<file path="config.mk">
export PLATFORM = sky130hd
export DESIGN_NAME = program_loader
export DESIGN_NICKNAME = d
export VERILOG_FILES = /design/src/rtl/program_loader.sv
export SDC_FILE = /design/constraint.sdc
export NUM_CORES = 1
export LEC_CHECK = 0
export CAP_MARGIN = 5
export CORE_MARGIN = 3
export CORE_UTILIZATION = 51
export DETAILED_ROUTE_END_ITERATION = 12
export PLACE_DENSITY_LB_ADDON = 0.1
export SYNTH_ARGS = -nofsm -noshare
export SYNTH_HDL_FRONTEND = slang
export SYNTH_SLANG_ARGS = --single-unit
export TNS_END_PERCENT = 30
</file>
<file path="constraint.sdc">
create_clock -name clk -period 1.68 [get_ports clk]
set_input_delay 0.168 -clock clk [delete_from_list [all_inputs] [get_ports clk]]
set_output_delay 0.168 -clock clk [all_outputs]
set_load 0.05 [all_outputs]
</file>
<file path="src/rtl/program_loader.sv">
// Boot-time program loader.
// Decodes a framed byte stream (header, address, length, data, checksum),
// writes the data bytes into program memory and keeps the CPU held in reset
// until a frame completes with a matching checksum.
module program_loader #(
    parameter logic [7:0] HEADER         = 8'hA5,
    parameter int          TIMEOUT_CYCLES = 50000
) (
    input  logic       clk,
    input  logic       reset,
    input  logic       rx_valid,
    input  logic [7:0] rx_data,
    output logic       mem_write,
    output logic [7:0] mem_addr,
    output logic [7:0] mem_data,
    output logic       cpu_hold,
    output logic       busy,
    output logic       load_done,
    output logic       load_error
);

    localparam int TW = $clog2(TIMEOUT_CYCLES + 1);
    // The counter fires when it already holds TIMEOUT_CYCLES-1 idle cycles
    // and yet another cycle passes without a byte.
    localparam logic [TW-1:0] TIMEOUT_LAST = TW'(TIMEOUT_CYCLES - 1);

    typedef enum logic [2:0] {
        ST_IDLE = 3'd0,
        ST_ADDR = 3'd1,
        ST_LEN  = 3'd2,
        ST_DATA = 3'd3,
        ST_CSUM = 3'd4
    } state_t;

    state_t          state_r;
    logic [7:0]      addr_r;
    logic [8:0]      count_r;   // 9 bits so a length byte of 0 can mean 256
    logic [7:0]      csum_r;
    logic [TW-1:0]   timer_r;

    // Running modulo-256 checksum step.
    function automatic logic [7:0] csum_add(input logic [7:0] sum, input logic [7:0] b);
        return sum + b;
    endfunction

    // Frame decoder FSM with registered memory-write and status outputs.
    always_ff @(posedge clk) begin
        if (reset) begin
            state_r    <= ST_IDLE;
            addr_r     <= 8'd0;
            count_r    <= 9'd0;
            csum_r     <= 8'd0;
            timer_r    <= '0;
            mem_write  <= 1'b0;
            mem_addr   <= 8'd0;
            mem_data   <= 8'd0;
            cpu_hold   <= 1'b1;
            busy       <= 1'b0;
            load_done  <= 1'b0;
            load_error <= 1'b0;
        end else begin
            mem_write <= 1'b0;
            load_done <= 1'b0;
            if (state_r == ST_IDLE) begin
                timer_r <= '0;
                if (rx_valid && (rx_data == HEADER)) begin
                    state_r    <= ST_ADDR;
                    busy       <= 1'b1;
                    cpu_hold   <= 1'b1;
                    load_error <= 1'b0;
                    csum_r     <= 8'd0;
                end else begin
                    state_r <= ST_IDLE;
                end
            end else if (!rx_valid) begin
                // Silence inside a frame: count it, abort once the limit is hit.
                if (timer_r == TIMEOUT_LAST) begin
                    state_r    <= ST_IDLE;
                    busy       <= 1'b0;
                    load_error <= 1'b1;
                    timer_r    <= '0;
                end else begin
                    timer_r <= timer_r + TW'(1);
                end
            end else begin
                // A byte arrived; it always wins over a pending timeout.
                timer_r <= '0;
                case (state_r)
                    ST_ADDR: begin
                        addr_r  <= rx_data;
                        csum_r  <= csum_add(csum_r, rx_data);
                        state_r <= ST_LEN;
                    end
                    ST_LEN: begin
                        count_r <= (rx_data == 8'd0) ? 9'd256 : {1'b0, rx_data};
                        csum_r  <= csum_add(csum_r, rx_data);
                        state_r <= ST_DATA;
                    end
                    ST_DATA: begin
                        mem_write <= 1'b1;
                        mem_addr  <= addr_r;
                        mem_data  <= rx_data;
                        addr_r    <= addr_r + 8'd1;
                        csum_r    <= csum_add(csum_r, rx_data);
                        count_r   <= count_r - 9'd1;
                        if (count_r == 9'd1) begin
                            state_r <= ST_CSUM;
                        end else begin
                            state_r <= ST_DATA;
                        end
                    end
                    ST_CSUM: begin
                        if (rx_data == csum_r) begin
                            load_done <= 1'b1;
                            cpu_hold  <= 1'b0;
                        end else begin
                            load_error <= 1'b1;
                            cpu_hold   <= 1'b1;
                        end
                        state_r <= ST_IDLE;
                        busy    <= 1'b0;
                    end
                    default: begin
                        state_r <= ST_IDLE;
                        busy    <= 1'b0;
                    end
                endcase
            end
        end
    end

endmodule

</file>
==> impl_summary.log, run 1 <==
INFO  metric run_status = finished with violations
INFO  metric violations = negative setup slack
INFO  metric clk_transition_reported_paths = 0.07 ns
INFO  metric area_delta_synth_final = 31.2%
INFO  metric end_kind = register
INFO  metric via_count_of_the_first_global_routing_pass = 3150
INFO  metric post-route-worst-setup-slack = -0.109 ns
INFO  metric postRouteWirelength = 8480 µm
INFO  metric crit_arrival = 2.02 ns
INFO  metric syn_nets = 434
INFO  metric timing.critical_path.required = 1.92 ns
INFO  metric clockBufferDepth = 2
INFO  metric fillers = 470
INFO  metric number_of_enable_type_register_cells_in_the_synthesized_netlist = 0
INFO  metric core_area = 6100 µm²
INFO  metric clock-skew-final = 0.00948 ns
INFO  metric final.setup.tns = -0.261 ns
INFO  metric post-route-period-util = 106%
INFO  metric max_freq = 559 MHz
INFO  metric nNetsFinal = 508
INFO  metric netlist_area = 3320 µm²
INFO  metric ys_seq_elements = 65
INFO  metric detailedRoute.firstIterationViolations = 181
INFO  metric finalHoldViolations = 0
INFO  metric crit_path_start_kind = register
INFO  metric ioPinCount = 32
INFO  metric wire_per_inst = 15.0 µm
INFO  metric power_density = 697 nW/µm²
INFO  metric cts-buffers-inserted = 9
INFO  metric hold_start = reset
INFO  metric design.die.area = 7510 µm²
INFO  metric min_path_type = input port to register
INFO  metric clock_tree.htree_level_count = 3
INFO  metric hold_path_end = csum_r[0]
INFO  metric worst_skew_pair.late_latency = 0.35 ns
INFO  metric critical_path_peak_fanout = 2
INFO  metric grt_usage = 24.1%
INFO  metric dieHeight = 86.6 µm
INFO  metric initial_antenna_violation_count = 0
INFO  metric synth_warnings = 0
INFO  metric hpwlAfterDp = 5840 µm
INFO  metric worst_slew_pin_slew = 0.512 ns
INFO  metric layout_commonest_cell = sky130_fd_sc_hd__nand2_1
INFO  metric drt-vias-per-instance = 5.65
INFO  metric root_buffer = sky130_fd_sc_hd__clkbuf_8
INFO  metric leakage = 1.83 nW
INFO  metric chipWidth = 86.6 µm
INFO  metric postCtsHoldBufs = 0
INFO  metric timing.setup.critical_path_class = register to register
INFO  metric pin_count_of_the_biggest_net_entering_global_routing = 26
INFO  metric detail-route-antenna-nets = 0
INFO  metric effective_utilization_at_floorplan = 54.4%
INFO  metric vdd_drop_max = 567 µV
INFO  metric ys_types = 61
INFO  metric netlist.top_cell.by_area = sky130_fd_sc_hd__dfxtp_1
INFO  metric clock_sink_total = 65
INFO  metric r2r.worst_path.cells = 6
INFO  metric finalMaxSlewViolations = 0
INFO  metric synth_async_sr_flop_share = 0%
INFO  metric synth_sequential_area_ratio = 39.2%
INFO  metric grt_pass1_wl = 14400 µm
INFO  metric hold_depth = 2
INFO  metric antenna-diode-count = 0
INFO  metric reg2reg_slack = -0.11 ns
INFO  metric cts_tree = yes
INFO  metric finalWeightedCongestion = 0.910
INFO  metric r2r-start = csum_r[4]
INFO  metric timing.slew.headroom = 65.8%
INFO  metric most_frequent_cells_in_the_layout = sky130_fd_sc_hd__nand2_1, sky130_fd_sc_hd__dfxtp_1, sky130_fd_sc_hd__nor2_1, sky130_fd_sc_hd__buf_4, sky130_fd_sc_hd__a21oi_1
INFO  metric routed-via-count = 3195
INFO  metric syn_avg_cell_area = 8.07 µm²
INFO  metric drt-pass1-iter-count = 4
INFO  metric max_cap_violations = 0
INFO  metric final_standard_cell_count_with_taps_included_and_fillers_excluded = 565
INFO  metric post-synth-top-area-fraction = 39.2%
INFO  metric grt_overflow = 0
INFO  metric detail_route.drc_violations = 0
INFO  metric finalSetupViolCount = 3
INFO  metric fin_crit = 1.79 ns
INFO  metric ys_dominant_reg_cell = sky130_fd_sc_hd__dfxtp_1
INFO  metric r2r_end = cpu_hold
INFO  metric layout-drive-gt1-share = 21.8%
INFO  metric row_count = 28
INFO  metric io_buffers = 31
INFO  metric post-place-cells = 548
INFO  metric rsz0062_at_grt = yes
INFO  metric number_of_standard_cells_after_synthesis = 411
INFO  metric synthTopCellsByArea = sky130_fd_sc_hd__dfxtp_1, sky130_fd_sc_hd__nand2_1, sky130_fd_sc_hd__nor2_1
-- report_power, final --
part | leakage [nW] | total (mW) | switching (mW) | internal (mW)
clock | 0.0912 | 1.33 | 0.651 | 0.681
combinational | 1.22 | 0.159 | 0.0871 | 0.0723
sequential | 0.527 | 1.54 | 0.000498 | 1.54
-- final cells by class --
cell class,count,area (µm²),area share (%)
clock inverters,7,71.3,1.64
flip-flops and latches,65,1310,30.1
clock buffers,9,124,2.85
well taps,75,93.8,2.16
multi-input cells,309,1960,45.0
inverters,16,60.1,1.38
repair buffers,84,734,16.9
-- routing by layer --
layer | up-vias | wire, µm | GRT usage, %
met5 | - | 0 | 0
met4 | 0 | 180 | 12.5
met3 | 18 | 410 | 4.18
met2 | 79 | 4080 | 38.9
met1 | 1500 | 3800 | 30.8
li1 | 1598 | - | -
-- registers in the layout, indices dropped and copies added (netlist names) --
signal      flops
timer_r        16
count_r         9
addr_r          8
csum_r          8
mem_addr        8
mem_data        8
state_r         3
busy            1
cpu_hold        1
load_done       1
load_error      1
mem_write       1
-- per-stage QoR --
step | setup slack (ns) | cell area [µm²] | utilization, % | hold slack [ns] | total power, mW
2_1_floorplan | -0.0636 | 3360 | - | 0.304 | 1.64
3_3_place_gp | -0.522 | 4050 | 66.5 | 0.442 | 1.73
3_5_place_dp | -0.524 | 4050 | 66.5 | 0.447 | 1.73
4_1_cts | -0.103 | 4260 | 69.9 | 0.0832 | 3.05
5_1_grt | -0.139 | 4350 | 71.4 | 0.117 | 3.14
6_report | -0.109 | 4350 | 71.4 | 0.0852 | 3.03
-- cells by family after synthesis --
| logic type | count (synthesis) | synth area share, % |
|---|---|---|
| AO/OA/AOI/OAI | 97 | 18.6 |
| multiplexers | 1 | 0.302 |
| AND/OR/NAND/NOR | 183 | 28.0 |
| XOR/XNOR | 16 | 4.22 |
| buffers and inverters | 37 | 4.94 |
| flip-flops | 65 | 39.2 |
| adder cells (fa/ha/maj) | 12 | 4.75 |
-- Yosys cell counts (all sizes together), types with 2 or more instances --
| cell | number |
|---|---|
| and3 | 3 |
| o22ai | 3 |
| inv | 16 |
| a31oi | 3 |
| nor4 | 7 |
| a21o | 4 |
| xnor2 | 8 |
| or3 | 4 |
| nor4b | 3 |
| dfxtp | 65 |
| nand3b | 7 |
| a32oi | 2 |
| a22oi | 7 |
| nand3 | 10 |
| nand2 | 60 |
| xor2 | 8 |
| buf | 13 |
| nand4 | 6 |
| a21oi | 38 |
| a22o | 3 |
| nor4bb | 2 |
| and4 | 2 |
| o21ai | 16 |
| o21a | 2 |
| or2 | 3 |
| o31ai | 4 |
| ha | 11 |
| and3b | 2 |
| clkbuf | 8 |
| nand2b | 2 |
| nor3b | 2 |
| a211oi | 7 |
| nor3 | 7 |
| nor2 | 56 |
| and2 | 2 |
| or4 | 2 |
| a311oi | 3 |
-- how the worst max path moves through the flow --
stage                     startpoint          to  slack (ns)
after floorplan            csum_r[5]  load_error       -0.06
after global placement    rx_data[5]    cpu_hold       -0.52
after detailed placement  rx_data[5]    cpu_hold       -0.52
after CTS                  csum_r[4]    cpu_hold       -0.10
after global routing       csum_r[0]   csum_r[4]       -0.14
final                      csum_r[4]    cpu_hold       -0.11
-- repair_timing --
item | 4_1_cts | 5_1_grt
buffers inserted | 0 | 1
setup endpoints to repair | 24 | 38
pin swaps | 4 | 1
gates resized for setup | 12 | 27
-- worst max-delay path, cell delays in order, from the launching register on --
cell and delay [ns]:
sky130_fd_sc_hd__dfxtp_2 0.36, sky130_fd_sc_hd__ha_4 0.20, sky130_fd_sc_hd__or4_4 0.54, sky130_fd_sc_hd__a211oi_2 0.19, sky130_fd_sc_hd__buf_4 0.15, sky130_fd_sc_hd__a21oi_2 0.04
sky130_fd_sc_hd__or2_1 0.20
(Power assumes the default switching activity.)
==> run 2, diff against run 1 <==
Settings changed: GPL_TIMING_DRIVEN from default to 0.
==> impl_summary.log, run 2 (same netlist as run 1, synthesis figures left out) <==
INFO  metric run_status = finished with violations
INFO  metric violations = negative setup slack
INFO  metric timing.critical_path.buf_inv = 0 (-1)
INFO  metric largest_register_ff_count = 16 (unchanged)
INFO  metric clk_transition_reported_paths = 0.07 ns (about the same)
INFO  metric fillers = 517 (+10%)
INFO  metric via_count_of_the_first_global_routing_pass = 2903 (-7.8%)
INFO  metric max_cap_violations = 0 (unchanged)
INFO  metric antenna-diode-count = 0 (unchanged)
INFO  metric worst_slew_pin_slew = 0.590 ns (+0.0778 ns)
INFO  metric postCtsHoldBufs = 0 (unchanged)
INFO  metric timing.slew.headroom = 60.7% (-5.1 points)
INFO  metric path_cells = ha_4 > or4_4 > a211oi_4 > a211oi_1 > o21ai_1 > a211oi_2
INFO  metric power_density = 722 nW/µm² (+3.6%)
INFO  metric detail_route.drc_violations = 0 (unchanged)
INFO  metric dpl_worst_slack = -0.796 ns (-0.272 ns)
INFO  metric timing.setup.critical_path_class = register to register
INFO  metric area_delta_synth_final = 24.5%
INFO  metric grt_pass1_wl = 14100 µm (-2.2%)
INFO  metric crit_arrival = 2.06 ns (+0.04 ns)
INFO  metric cts_tree = yes
INFO  metric crit_path_start_kind = register
INFO  metric layout-drive-gt1-share = 17.0% (-4.8 points)
INFO  metric drt-vias-per-instance = 5.93 (+4.8%)
INFO  metric final.setup.tns = -0.355 ns (-0.0943 ns)
INFO  metric timing.critical_path.required = 1.89 ns (-0.03 ns)
INFO  metric core_area = 6100 µm² (unchanged)
INFO  metric clock_tree.htree_level_count = 3 (unchanged)
INFO  metric most_frequent_cells_in_the_layout = sky130_fd_sc_hd__dfxtp_1, sky130_fd_sc_hd__nand2_1, sky130_fd_sc_hd__nor2_1
INFO  metric layout_commonest_cell = sky130_fd_sc_hd__dfxtp_1
INFO  metric fin_crit = 1.86 ns (+0.0700 ns)
INFO  metric grt_overflow = 0 (unchanged)
INFO  metric drt-pass1-iter-count = 5 (+1)
INFO  metric top_register = timer_r
INFO  metric initial_antenna_violation_count = 0 (unchanged)
INFO  metric root_buffer = sky130_fd_sc_hd__clkbuf_8
INFO  metric clock-skew-final = 0.0102 ns (+0.000675 ns)
INFO  metric finalWeightedCongestion = 0.882 (-3.1%)
INFO  metric end_kind = register
INFO  metric chipWidth = 86.6 µm (unchanged)
INFO  metric sequential_cell_area = 1320 µm² (+0.38%)
INFO  metric io_buffers = 29 (-6.5%)
INFO  metric max_freq = 538 MHz (-3.8%)
INFO  metric finalHoldViolations = 0 (unchanged)
INFO  metric nNetsFinal = 477 (-6.1%)
INFO  metric grt_usage = 23.6% (-0.50 points)
INFO  metric vdd_drop_max = 495 µV (-13%)
INFO  metric finalMaxSlewViolations = 0 (unchanged)
INFO  metric detail-route-antenna-nets = 0 (unchanged)
INFO  metric timing.critical_path.max_delay_family = compound AO/OA/AOI/OAI gates
INFO  metric clockBufferDepth = 2 (unchanged)
INFO  metric clock_sink_total = 65 (unchanged)
INFO  metric critical_path_peak_fanout = 6 (+4)
INFO  metric cp_slowest_cell = sky130_fd_sc_hd__or4_4
INFO  metric effective_utilization_at_floorplan = 54.4% (unchanged)
INFO  metric routed-via-count = 3165 (-0.94%)
INFO  metric biggestRegsByFlops = timer_r x16, count_r x9
INFO  metric wire_per_inst = 16.2 µm (+8.2%)
INFO  metric cts-buffers-inserted = 9 (unchanged)
INFO  metric dieHeight = 86.6 µm (unchanged)
INFO  metric design.die.area = 7510 µm² (unchanged)
INFO  metric hpwlAfterDp = 5740 µm (-1.7%)
INFO  metric row_count = 28 (unchanged)
INFO  metric worst_path_largest_cell_delay = 0.53 ns (about the same)
INFO  metric ioPinCount = 32 (unchanged)
INFO  metric worst_skew_pair.late_latency = 0.34 ns (about the same)
INFO  metric postRouteWirelength = 8670 µm (+2.2%)
INFO  metric leakage = 1.66 nW (-9.4%)
INFO  metric rsz0062_at_grt = yes
INFO  metric finalSetupViolCount = 5 (+2)
INFO  metric multiInputGateArea = 2010 µm² (+2.9%)
INFO  metric post-route-period-util = 111% (+4.2 points)
INFO  metric pin_count_of_the_biggest_net_entering_global_routing = 12 (-54%)
INFO  metric min_path_type = input port to register
INFO  metric detailedRoute.firstIterationViolations = 171 (-5.5%)
INFO  metric post-route-worst-setup-slack = -0.179 ns (-0.0700 ns)
-- run 2: final cells by class --
cell class / count / area share (%)
repair buffers: 35 / 8.69
inverters: 16 / 1.45
flip-flops and latches: 65 / 31.8
multi-input cells: 309 / 48.8
plain buffers: 18 / 2.45
clock buffers: 10 / 3.09
clock inverters: 6 / 1.42
well taps: 75 / 2.27
-- run 2: worst register-to-register path: cells and delay by family, from the launching register on --
family          cells  cell delay (ns)
simple gates        1             0.53
compound gates      4             0.61
fa+ha+maj           1             0.23
flops               1             0.34
-- run 2: through the flow --
| step | instances | instance area (µm²) | hold WS [ns] | power, mW | utilization [%] |
|---|---|---|---|---|---|
| 2_1_floorplan | 411 | 3360 | 0.304 | 1.64 | - |
| 3_3_place_gp | 515 | 3740 | 0.442 | 1.70 | 61.4 |
| 3_5_place_dp | 515 | 3740 | 0.445 | 1.71 | 61.4 |
| 4_1_cts | 533 | 4010 | 0.162 | 2.98 | 65.7 |
| 5_1_grt | 534 | 4130 | 0.191 | 3.08 | 67.8 |
| 6_report | 534 | 4130 | 0.179 | 2.98 | 67.8 |
-- run 2: power breakdown --
group / leakage (nW) / total (mW) / switching [mW] / internal (mW)
registers: 0.527 / 1.54 / 0.000454 / 1.54
clock network: 0.0998 / 1.31 / 0.630 / 0.678
logic: 1.03 / 0.137 / 0.0902 / 0.0470
total: 1.66 / 2.98 / 0.721 / 2.26
-- run 2: path summary, 6_finish.rpt --
kind | slack [ns] | from | cells past startpoint | end
worst min-delay path | 0.18 | rx_data[7] | 3 | mem_data[7]
worst max register to register | -0.18 | csum_r[6] | 6 | load_error
worst min register to register | 0.45 | mem_addr[1] | 2 | mem_addr[1]
worst max-delay path | -0.18 | csum_r[6] | 6 | load_error
-- run 2: timing repair --
action                     CTS  global route
buffers inserted             2             4
gates resized for setup     23            36
setup endpoints to repair   33            58
pin swaps                    3             3
cloned                       0             0
-- run 2: per-layer routing --
| metal | track usage, % | part of all wire (%) |
|---|---|---|
| met1 | 32.6 | 45 |
| met2 | 36.0 | 46 |
| met3 | 4.56 | 5.9 |
| met4 | 10.2 | 2.5 |
| met5 | 0 | 0 |
==> run 3, diff against run 2 <==
Settings changed: SKIP_CTS_REPAIR_TIMING from default to 1.
==> impl_summary.log, run 3 (same netlist as run 1, synthesis figures left out) <==
INFO  metric hpwlAfterDp = 5740 µm (unchanged)
INFO  metric leakage = 1.70 nW (+2.3%)
INFO  metric run_status = finished with violations
INFO  metric max_freq = 547 MHz (+1.7%)
INFO  metric detailedRoute.firstIterationViolations = 190 (+11%)
INFO  metric row_count = 28 (unchanged)
INFO  metric initial_antenna_violation_count = 0 (unchanged)
INFO  metric pin_count_of_the_biggest_net_entering_global_routing = 12 (unchanged)
INFO  metric finalCoreUtilization = 67.4% (-0.35 points)
INFO  metric seqPwrFrac = 51.5% (about the same)
INFO  metric final.setup.tns = -0.439 ns (-0.0832 ns)
INFO  metric combinationalPowerShare = 4.6% (about the same)
INFO  metric final_standard_cell_count_with_taps_included_and_fillers_excluded = 533 (-0.19%)
INFO  metric finalPower = 2.98 mW (about the same)
INFO  metric via_count_of_the_first_global_routing_pass = 2851 (-1.8%)
INFO  metric layout-drive-gt1-share = 15.3% (-1.7 points)
INFO  metric reg2reg_slack = -0.15 ns (+0.03 ns)
INFO  metric grt_usage = 23.3% (-0.38 points)
INFO  metric antenna-diode-count = 0 (unchanged)
INFO  metric power.switching = 0.717 mW (-0.55%)
INFO  metric crit_path_start_kind = register
INFO  metric io_buffers = 29 (unchanged)
INFO  metric wire_per_inst = 15.8 µm (-2.5%)
INFO  metric cts-buffers-inserted = 9 (unchanged)
INFO  metric ioPinCount = 32 (unchanged)
INFO  metric postRouteWirelength = 8430 µm (-2.7%)
INFO  metric hold_start = rx_data[7]
INFO  metric timing.critical_path.buf_inv = 0 (unchanged)
INFO  metric vdd_drop_max = 503 µV (+1.7%)
INFO  metric intPower = 2.27 mW (+0.17%)
INFO  metric top_register = timer_r
INFO  metric r2r_end = load_error
INFO  metric placed_area = 3740 µm² (unchanged)
INFO  metric root_buffer = sky130_fd_sc_hd__clkbuf_8
INFO  metric clockBufferDepth = 2 (unchanged)
INFO  metric timing.critical_path.max_delay_family = compound AO/OA/AOI/OAI gates
INFO  metric worst_slew_pin_slew = 0.613 ns (+0.0232 ns)
INFO  metric worst_path_largest_cell_delay = 0.55 ns (+0.02 ns)
INFO  metric largest_register_ff_count = 16 (unchanged)
INFO  metric routed-via-count = 3070 (-3.0%)
INFO  metric layout_commonest_cell = sky130_fd_sc_hd__dfxtp_1
INFO  metric fillers = 514 (-0.58%)
INFO  metric end_kind = register
INFO  metric most_frequent_cells_in_the_layout = sky130_fd_sc_hd__dfxtp_1, sky130_fd_sc_hd__nand2_1, sky130_fd_sc_hd__nor2_1
INFO  metric sequential_cell_area = 1310 µm² (-0.19%)
INFO  metric max_cap_violations = 0 (unchanged)
INFO  metric finalMaxSlewViolations = 0 (unchanged)
INFO  metric post-route-cell-area = 4110 µm² (-0.51%)
INFO  metric cts_tree = yes
INFO  metric power_density = 726 nW/µm² (+0.51%)
INFO  metric clock-skew-final = 0.00800 ns (-0.00215 ns)
INFO  metric multiInputGateArea = 1990 µm² (-1.4%)
INFO  metric area_delta_synth_final = 23.9%
INFO  metric dieHeight = 86.6 µm (unchanged)
INFO  metric design.die.area = 7510 µm² (unchanged)
INFO  metric grt_pass1_wl = 13900 µm (-1.5%)
INFO  metric rsz0062_at_grt = yes
INFO  metric grt_overflow = 0 (unchanged)
INFO  metric timing.setup.critical_path_class = register to register
INFO  metric timing.slew.headroom = 59.1% (-1.5 points)
INFO  metric path_cells = ha_4 > or4_4 > a211oi_4 > a211oi_1 > o21ai_1 > a211oi_2
INFO  metric nNetsFinal = 476 (-0.21%)
INFO  metric hold_depth = 3 (unchanged)
INFO  metric fin_crit = 1.83 ns (-0.0318 ns)
INFO  metric post-route-period-util = 109% (-1.9 points)
INFO  metric timing.critical_path.required = 1.89 ns (about the same)
INFO  metric r2r-start = csum_r[5]
INFO  metric drt-vias-per-instance = 5.76 (-2.8%)
INFO  metric critical_path_peak_fanout = 4 (-2)
INFO  metric fin_worst_hold_slack = 0.170 ns (-0.00934 ns)
INFO  metric share_clk_of_total_power = 43.8% (about the same)
INFO  metric post-route-worst-setup-slack = -0.147 ns (+0.0318 ns)
INFO  metric detail_route.drc_violations = 0 (unchanged)
INFO  metric finalWeightedCongestion = 0.882 (unchanged)
INFO  metric detail-route-antenna-nets = 0 (unchanged)
INFO  metric drt-pass1-iter-count = 4 (-1)
INFO  metric core_area = 6100 µm² (unchanged)
INFO  metric clk_transition_reported_paths = 0.07 ns (about the same)
INFO  metric violations = negative setup slack
INFO  metric clock_sink_total = 65 (unchanged)
INFO  metric hold_path_end = mem_data[7]
INFO  metric p_sw_share = 24.0% (-0.13 points)
INFO  metric biggestRegsByFlops = timer_r x16, count_r x9
INFO  metric finalHoldViolations = 0 (unchanged)
INFO  metric post-place-cells = 515 (unchanged)
INFO  metric effective_utilization_at_floorplan = 54.4% (unchanged)
INFO  metric chipWidth = 86.6 µm (unchanged)
INFO  metric r2r.worst_path.cells = 6 (unchanged)
INFO  metric cp_slowest_cell = sky130_fd_sc_hd__or4_4
INFO  metric finalSetupViolCount = 5 (unchanged)
INFO  metric clock_tree.htree_level_count = 3 (unchanged)
INFO  metric min_path_type = input port to register
INFO  metric dpl_worst_slack = -0.796 ns (unchanged)
INFO  metric worst_skew_pair.late_latency = 0.34 ns (about the same)
INFO  metric crit_arrival = 2.03 ns (-0.03 ns)
-- run 3: worst min-delay path, stage by stage --
cell and delay [ns]:
sky130_fd_sc_hd__buf_2 0.17, sky130_fd_sc_hd__nand2_1 0.08, sky130_fd_sc_hd__a21oi_1 0.05
-- run 3: layout make-up --
cell class                 instances  share of cell area [%]
buffer                            18                    2.25
tap                               75                    2.28
sequential                        65                    31.9
clock buffer                      10                    3.11
timing repair buffer              34                    9.20
clock inverter                     6                    1.43
inverter                          16                    1.46
multi-input combinational        309                    48.3
-- run 3: how the worst max path moves through the flow --
stage | start | end | slack, ns | depth (start not counted)
final | csum_r[5] | load_error | -0.15 | 6
after global routing | state_r[0] | addr_r[7] | -0.19 | 6
after CTS | rx_data[0] | csum_r[4] | -0.45 | 9
after detailed placement | rx_data[0] | csum_r[4] | -0.80 | 9
after global placement | rx_data[5] | load_error | -0.78 | 7
after floorplan | csum_r[5] | load_error | -0.06 | 6
-- run 3: per-layer routing --
layer,share of wire [%],vias to the layer above,global-route usage (%)
li1,-,1530,-
met1,46,1447,32.4
met2,47,78,35.5
met3,5.1,15,4.18
met4,1.2,0,9.35
met5,0,-,0
-- run 3: power groups by stage --
stage	logic, mW	registers [mW]	clock network (mW)
2_1_floorplan	0.0680	1.58	0
5_1_grt	0.148	1.54	1.39
4_1_cts	0.130	1.54	1.31
6_report	0.138	1.54	1.31
3_5_place_dp	0.130	1.58	0
3_3_place_gp	0.129	1.58	0
